### src/rtl/fptd_iter_sched.sv
// Iteration scheduler for the fully parallel turbo decoder: sequences load/clear,
// alternating odd/even half-iterations, drain and the decoded-frame handshake.
module fptd_iter_sched #(
  parameter int ITER_W    = 6,
  parameter int HALF_CYC  = 2,
  parameter int DRAIN_CYC = 1
) (
  input  logic              Clock,
  input  logic              nReset,
  input  logic              frame_valid,
  output logic              frame_ready,
  input  logic [ITER_W-1:0] num_iter,
  input  logic              early_stop,
  input  logic              abort,
  output logic              load_en,
  output logic              clear_state,
  output logic              odd_en,
  output logic              even_en,
  output logic [ITER_W-1:0] iter_cnt,
  output logic              busy,
  output logic              out_valid,
  input  logic              out_ready,
  output logic [ITER_W-1:0] iters_used
);

  localparam logic [2:0] S_IDLE  = 3'd0;
  localparam logic [2:0] S_LOAD  = 3'd1;
  localparam logic [2:0] S_ODD   = 3'd2;
  localparam logic [2:0] S_EVEN  = 3'd3;
  localparam logic [2:0] S_DRAIN = 3'd4;
  localparam logic [2:0] S_DONE  = 3'd5;

  localparam logic [3:0] HALF_LAST  = 4'(HALF_CYC - 1);
  localparam logic [3:0] DRAIN_LAST = 4'(DRAIN_CYC - 1);

  logic [2:0]        state;
  logic [3:0]        hcnt;
  logic [ITER_W-1:0] target;
  logic [ITER_W-1:0] iter_q;
  logic [ITER_W-1:0] used_q;
  logic [ITER_W-1:0] iter_nxt;
  logic              half_last;
  logic              done_hit;

  assign iter_nxt  = iter_q + ITER_W'(1);
  assign half_last = (hcnt == HALF_LAST);
  // Only consulted in the final EVEN cycle, so early_stop is ignored elsewhere.
  assign done_hit  = (iter_nxt == target) || early_stop;

  always_ff @(posedge Clock or negedge nReset) begin
    if (!nReset) begin
      state  <= S_IDLE;
      hcnt   <= '0;
      target <= '0;
      iter_q <= '0;
      used_q <= '0;
    end else if (abort && (state != S_IDLE)) begin
      state <= S_IDLE;
      hcnt  <= '0;
    end else begin
      case (state)
        S_IDLE: begin
          if (frame_valid) begin
            target <= (num_iter == '0) ? ITER_W'(1) : num_iter;
            iter_q <= '0;
            hcnt   <= '0;
            state  <= S_LOAD;
          end
        end
        S_LOAD: begin
          hcnt  <= '0;
          state <= S_ODD;
        end
        S_ODD: begin
          if (half_last) begin
            hcnt  <= '0;
            state <= S_EVEN;
          end else begin
            hcnt <= hcnt + 4'd1;
          end
        end
        S_EVEN: begin
          if (half_last) begin
            hcnt <= '0;
            if (done_hit) begin
              used_q <= iter_nxt;
              state  <= (DRAIN_CYC == 0) ? S_DONE : S_DRAIN;
            end else begin
              iter_q <= iter_nxt;
              state  <= S_ODD;
            end
          end else begin
            hcnt <= hcnt + 4'd1;
          end
        end
        S_DRAIN: begin
          if (hcnt == DRAIN_LAST) begin
            hcnt  <= '0;
            state <= S_DONE;
          end else begin
            hcnt <= hcnt + 4'd1;
          end
        end
        S_DONE: begin
          if (out_ready) begin
            state <= S_IDLE;
          end
        end
        default: state <= S_IDLE;
      endcase
    end
  end

  assign frame_ready = (state == S_IDLE);
  assign load_en     = (state == S_LOAD);
  assign clear_state = (state == S_LOAD);
  assign odd_en      = (state == S_ODD);
  assign even_en     = (state == S_EVEN);
  assign busy        = (state != S_IDLE);
  assign out_valid   = (state == S_DONE);
  assign iter_cnt    = iter_q;
  assign iters_used  = used_q;

endmodule
### config.mk
export PLATFORM = sky130hd
export DESIGN_NAME = fptd_iter_sched
export DESIGN_NICKNAME = d
export VERILOG_FILES = /design/src/rtl/fptd_iter_sched.sv
export SDC_FILE = /design/constraint.sdc
export NUM_CORES = 1
export LEC_CHECK = 0
export CAP_MARGIN = 30
export CORE_ASPECT_RATIO = 1.5
export CORE_MARGIN = 2
export CORE_UTILIZATION = 45
export DETAILED_ROUTE_END_ITERATION = 7
export GPL_ROUTABILITY_DRIVEN = 0
export PLACE_DENSITY = 0.8
export SYNTH_ARGS = -nofsm -noshare
export SYNTH_HDL_FRONTEND = slang
export SYNTH_SLANG_ARGS = --single-unit
### constraint.sdc
create_clock -name Clock -period 4.43 [get_ports Clock]
set_input_delay 0.443 -clock Clock [delete_from_list [all_inputs] [get_ports Clock]]
set_output_delay 0.443 -clock Clock [all_outputs]
set_load 0.05 [all_outputs]
==> results of run 1 <==
kinds of logic after synthesis:
family | Yosys count
compound gates | 32
fa+ha+maj | 4
simple gates | 52
buf+inv | 15
flops | 25
xor+xnor | 11
mux | 9
stage by stage:
stage               setup slack [ns]  area [µm²]  cells
floorplan                      1.969        1458    148
global placement               2.067        1779    212
detailed placement             2.004        1807    213
CTS                            1.908        1853    217
global route                   1.843        1853    217
finish                         1.919        1853    217
layout make-up:
type	count	area, µm²
inverter	9	33.78
clock inverter	1	5.005
fill	262	1275
multi-input combinational	108	769.5
timing repair buffer	31	327.8
tap	40	50.05
sequential	25	625.6
clock buffer	3	41.29
layer usage:
layer | vias up | wire [µm] | global-route usage
li1 | 583 | - | -
met1 | 598 | 1266 | 0.2086
met2 | 40 | 1857 | 0.3684
met3 | 6 | 111 | 0.02642
met4 | 0 | 37 | 0.07207
met5 | - | 0 | 0
critical path, stage by stage, from the launching register on:
cell and delay, ns:
dfrtp_1 0.51, or3_1 0.41, inv_1 0.08, clkdlybuf4s50_1 0.80
cells in the mapped netlist (all sizes together) (2+ instances only):
| cell type | count | share of area |
|---|---|---|
| xnor2 | 7 | 0.042 |
| dfrtp | 25 | 0.43 |
| and3 | 6 | 0.030 |
| mux2 | 9 | 0.070 |
| ha | 4 | 0.034 |
| clkbuf | 4 | 0.011 |
| xor2 | 2 | 0.012 |
| o21ai | 8 | 0.027 |
| o22ai | 2 | 0.0086 |
| or3 | 2 | 0.0086 |
| buf | 2 | 0.0086 |
| nor3 | 7 | 0.024 |
| a22o | 2 | 0.012 |
| o21bai | 2 | 0.010 |
| nor2 | 13 | 0.033 |
| a21oi | 6 | 0.023 |
| nand3 | 8 | 0.031 |
| nand2 | 13 | 0.033 |
| inv | 9 | 0.023 |
sequential cells by signal, indices dropped and copies added (netlist names):
| signal | flops |
|---|---|
| iters_used | 6 |
| iter_cnt | 6 |
| hcnt | 4 |
| state | 3 |
| target | 6 |
how the worst max path moves through the flow:
stage,cells past startpoint,slack (ns),startpoint,to
4_1_cts,3,1.91,state[0]$_DFFE_PN0P_,frame_ready
5_1_grt,7,1.84,iter_cnt[0]$_DFFE_PN0P_,iters_used[1]$_DFFE_PN0P_
3_5_place_dp,7,2.00,iter_cnt[0]$_DFFE_PN0P_,iters_used[1]$_DFFE_PN0P_
2_1_floorplan,7,1.97,iter_cnt[0]$_DFFE_PN0P_,iters_used[1]$_DFFE_PN0P_
6_report,3,1.92,state[0]$_DFFE_PN0P_,frame_ready
3_3_place_gp,5,2.07,abort,iter_cnt[1]$_DFFE_PN0P_
report_power, final:
part | total [W] | switching (W) | internal, W
Sequential | 0.000332 | 0.0000563 | 0.000276
Clock | 0.000131 | 0.0000683 | 0.0000628
Combinational | 0.000407 | 0.000237 | 0.000170
Total | 0.000870 | 0.000361 | 0.000509
==> results.yml, run 1 <==
outcome:
  outcome: "finished clean"
routing:
  vias: 1227
  drt-total-wl_mm: 3.273
  detail-route-antenna-nets: 0
  vias_per_cell: 5.654
  first_pass_iters: 4
  route.detailed.drc: 0
  avgRoutedWirePerCell_um: 15.08
  drt_iter0_drc: 42
power_and_ir_drop:
  fin_total_pwr_w: 0.0008699
  p_leak_nw: 0.7972
  ir_worst_vdd_mv: 0.2448
  p_per_area_mw_per_mm2: 469.5
floorplanning:
  ioPinCount: 31
  fp.dieArea_mm2: 0.003720
  die_w_um: 50.47
  start_util: 0.4660
  coreArea_mm2: 0.003128
  die_height_um: 73.71
  rows: 25
final_layout:
  fin_util: 0.5924
  final_common_cell: "clkdlybuf4s50_1"
  n_antenna_cell: 0
  area_growth_pct: 27.12
  nets: 194
  drive_above_1_share: 0.1243
  layout_common_cells: "clkdlybuf4s50_1, dfrtp_1, nand2_1, nor2_1"
yosys:
  synth_ff_type: "dfrtp_1"
  synth_fa_ha_area_frac: 0.03433
  ys_warn_count: 0
  muxShareOfSynthArea: 0.06953
  synth_top_family_by_area: "simple AND/OR/NAND/NOR gates"
  synthXorXnorAreaFrac: 0.08584
  synthSimpleGateAreaFrac: 0.1794
  syn_area_per_cell_um2: 9.849
  syn_inst: 148
  ys_seq_elements: 25
  synth_nets: 164
  synth.cell_area_mm2: 0.001458
  synth_edf_count: 0
  synth_compound_area_frac: 0.1588
  yosysSeqAreaShare: 0.4292
  synthArstFlopShare: 1.000
  ys_types: 42
timing:
  finalCritPeriodShare: 0.5668
  whs_ns: 0.5140
  worst_slew_pin_slew_ns: 0.6353
  skew_ns: 0.002173
  max_freq_mhz: 398.3
  finalSetupTns_ns: 0
  rsz0062_at_grt: "no"
  setup_viol: 0
  drv_slew: 0
  finalHoldViolations: 0
  slew_headroom: 0.5655
  period_needed_ns: 2.511
clock_tree:
  postCtsSetupRepairBufs: 0
  numCtsBuffers: 3
  cts_tree: "done"
  clockBufferDepth: 2
  cts-root-buf: "clkbuf_8"
  cts.htree.levels: 1
  clk_pin_slew_ns: 0.08
  ctsHoldBuffers: 0
  clkSinkCount: 25
  cts_resized: 0
  clk_latency_ns: 0.26
critical_path:
  crit_arrival_ns: 2.07
  crit_type: "reg2out"
  cp-start-kind: "register"
  rr_worst_depth: 7
  critPathCaptureType: "primary output"
  rr_startpoint: "iter_cnt[0]$_DFFE_PN0P_"
  rrSetupSlack_ns: 1.98
  crit_required_ns: 3.99
  cp_max_fo: 12
  regToRegEndpoint: "iters_used[1]$_DFFE_PN0P_"
global_routing:
  grt_max_degree: 16
  antenna_found_initial: 0
  grt_pass1_wl_mm: 5.506
  grt_pass1_vias: 1227
  grt-ovfl-total: 0
  grt_util_all_layers: 0.1917
hold_path:
  hp-class: "reg2reg"
  hp-start: "iters_used[3]$_DFFE_PN0P_"
  whs_endpoint: "iters_used[3]$_DFFE_PN0P_"
  holdPathStages: 1
job:
  maxCapViolations: 0
place:
  io_buffer_count: 30
  hpwl_mm: 2.657
(Power assumes the default switching activity.)
==> run 2, diff against run 1 <==
- clock period: 4.43 -> 2.38 ns (I/O delays scaled with it)
==> results.yml, run 2 (synthesized netlist as in run 1, its figures left out) <==
floorplanning:
  start_util: 0.4660
  ioPinCount: 31
  die_height_um: 73.71
  rows: 25
  die_w_um: 50.47
  fp.dieArea_mm2: 0.003720
  coreArea_mm2: 0.003128
critical_path:
  cp_max_fo: 8
  crit_chain: "inv_1, ha_1, or3b_4, or3_4, a211o_4, and3_4, a31o_1"
  crit_arrival_ns: 2.45
  rr_startpoint: "hcnt[1]$_DFFE_PN0P_"
  crit_path_max_incr_delay_ns: 0.43
  regToRegEndpoint: "iter_cnt[1]$_DFFE_PN0P_"
  rr_worst_depth: 7
  cp-start-kind: "register"
  crit_type: "reg2reg"
  crit_required_ns: 2.54
  rrSetupSlack_ns: 0.09
  cp_num_buf_inv: 1
  critPathCaptureType: "register"
  crit_slowest_cell: "dfrtp_1"
  cp_top_family: "simple AND/OR/NAND/NOR gates"
final_layout:
  area_growth_pct: 29.10
  final_common_cell: "clkdlybuf4s50_1"
  nets: 199
  fill_cells: 254
  n_antenna_cell: 0
  drive_above_1_share: 0.1648
  layout_common_cells: "clkdlybuf4s50_1, dfrtp_1, nand2_1, nor2_1"
  fin_cells: 222
  regArea_um2: 628.1
  fin_util: 0.6016
  multi_input_area_um2: 777.0
timing:
  slew_headroom: 0.6472
  whs_ns: 0.3335
  finalHoldViolations: 0
  period_needed_ns: 2.286
  worst_slew_pin_slew_ns: 0.5158
  finalSetupTns_ns: 0
  drv_slew: 0
  finalCritPeriodShare: 0.9603
  rsz0062_at_grt: "no"
  setup_viol: 0
  max_freq_mhz: 437.5
  skew_ns: 0.009310
clock_tree:
  cts_resized: 0
  clk_pin_slew_ns: 0.09
  cts-root-buf: "clkbuf_8"
  numCtsBuffers: 3
  cts.htree.levels: 1
  clkSinkCount: 25
  clockBufferDepth: 2
  postCtsSetupRepairBufs: 0
  ctsHoldBuffers: 0
  cts_tree: "done"
  clk_latency_ns: 0.26
power_and_ir_drop:
  swShare: 0.4099
  p_leak_nw: 0.8172
  p_per_area_mw_per_mm2: 855.8
  clkPwrFrac: 0.152
  comb_power_share: 0.472
  cell_internal_pwr_w: 0.0009504
  power.switching_w: 0.0006601
  ir_worst_vdd_mv: 0.4276
  seq_power_share: 0.376
routing:
  drt_iter0_drc: 44
  first_pass_iters: 4
  route.detailed.drc: 0
  vias: 1234
  detail-route-antenna-nets: 0
  vias_per_cell: 5.559
  drt-total-wl_mm: 3.279
  avgRoutedWirePerCell_um: 14.77
global_routing:
  grt_util_all_layers: 0.1985
  grt_pass1_wl_mm: 5.637
  grt-ovfl-total: 0
  grt_pass1_vias: 1290
  grt_max_degree: 26
  antenna_found_initial: 0
hold_path:
  hp-class: "in2async"
place:
  io_buffer_count: 30
  hpwl_mm: 2.562
  place_inst: 218
job:
  maxCapViolations: 0
outcome:
  outcome: "finished clean"
## run 2: cell count changes in the layout (fill, tap and decap cells not counted)
cell / previous run / this run
or3_1: 2 / 1
clkdlybuf4s50_1: 30 / 29
dfrtp_2: 0 / 2
nor2_1: 13 / 12
dlymetal6s2s_1: 0 / 1
dfrtp_1: 25 / 23
nor2_2: 0 / 1
buf_16: 1 / 0
clkbuf_1: 0 / 1
or3_4: 0 / 1
buf_4: 0 / 6
clkinv_2: 1 / 0
## run 2: power groups by stage
stage          Sequential, W  Clock, W  Combinational, W
6_report            0.000606  0.000244          0.000761
5_1_grt             0.000619  0.000266          0.000823
4_1_cts             0.000605  0.000253          0.000764
3_5_place_dp        0.000614         0          0.000762
3_3_place_gp        0.000608         0          0.000751
2_1_floorplan       0.000636         0          0.000525
## run 2: how the worst max path moves through the flow
stage	startpoint	slack [ns]	end	cells past startpoint
5_1_grt	hcnt[1]$_DFFE_PN0P_	0.01	iter_cnt[1]$_DFFE_PN0P_	7
6_report	hcnt[1]$_DFFE_PN0P_	0.09	iter_cnt[1]$_DFFE_PN0P_	7
3_5_place_dp	hcnt[1]$_DFFE_PN0P_	0.03	iters_used[5]$_DFFE_PN0P_	6
4_1_cts	hcnt[1]$_DFFE_PN0P_	0.01	iters_used[5]$_DFFE_PN0P_	6
3_3_place_gp	hcnt[1]$_DFFE_PN0P_	0.15	iter_cnt[1]$_DFFE_PN0P_	7
2_1_floorplan	state[1]$_DFFE_PN0P_	0.04	target[1]$_DFFE_PN0P_	6
## run 2: per-stage QoR
| stage | worst slack [ns] | cell area (µm²) | power (W) |
|---|---|---|---|
| after floorplan | 0.03784 | 1460 | 0.001161 |
| after global placement | 0.1474 | 1827 | 0.001359 |
| after detailed placement | 0.02940 | 1827 | 0.001376 |
| after CTS | 0.01347 | 1872 | 0.001621 |
| after global routing | 0.009985 | 1882 | 0.001708 |
| final | 0.09444 | 1882 | 0.001611 |
## run 2: per-layer routing
| layer | global-route usage | share of wire | up-vias |
|---|---|---|---|
| li1 | - | - | 594 |
| met1 | 0.1979 | 0.36 | 588 |
| met2 | 0.3874 | 0.57 | 40 |
| met3 | 0.03049 | 0.033 | 12 |
| met4 | 0.09910 | 0.030 | 0 |
| met5 | 0 | 0 | - |
## run 2: cell type report
cell class | count | area share
flip-flops and latches | 25 | 0.3338
repair buffers | 36 | 0.1848
well taps | 40 | 0.02660
inverters | 9 | 0.01795
multi-input cells | 108 | 0.4129
clock buffers | 4 | 0.02394
## run 2: worst reg2reg max path, delay by kind of cell, from the launching register on
family	cells	cell delay [ns]
flip-flops	1	0.43
AND/OR/NAND/NOR	3	0.97
buffers and inverters	1	0.10
AO/OA/AOI/OAI	2	0.54
adder cells (fa/ha/maj)	1	0.15
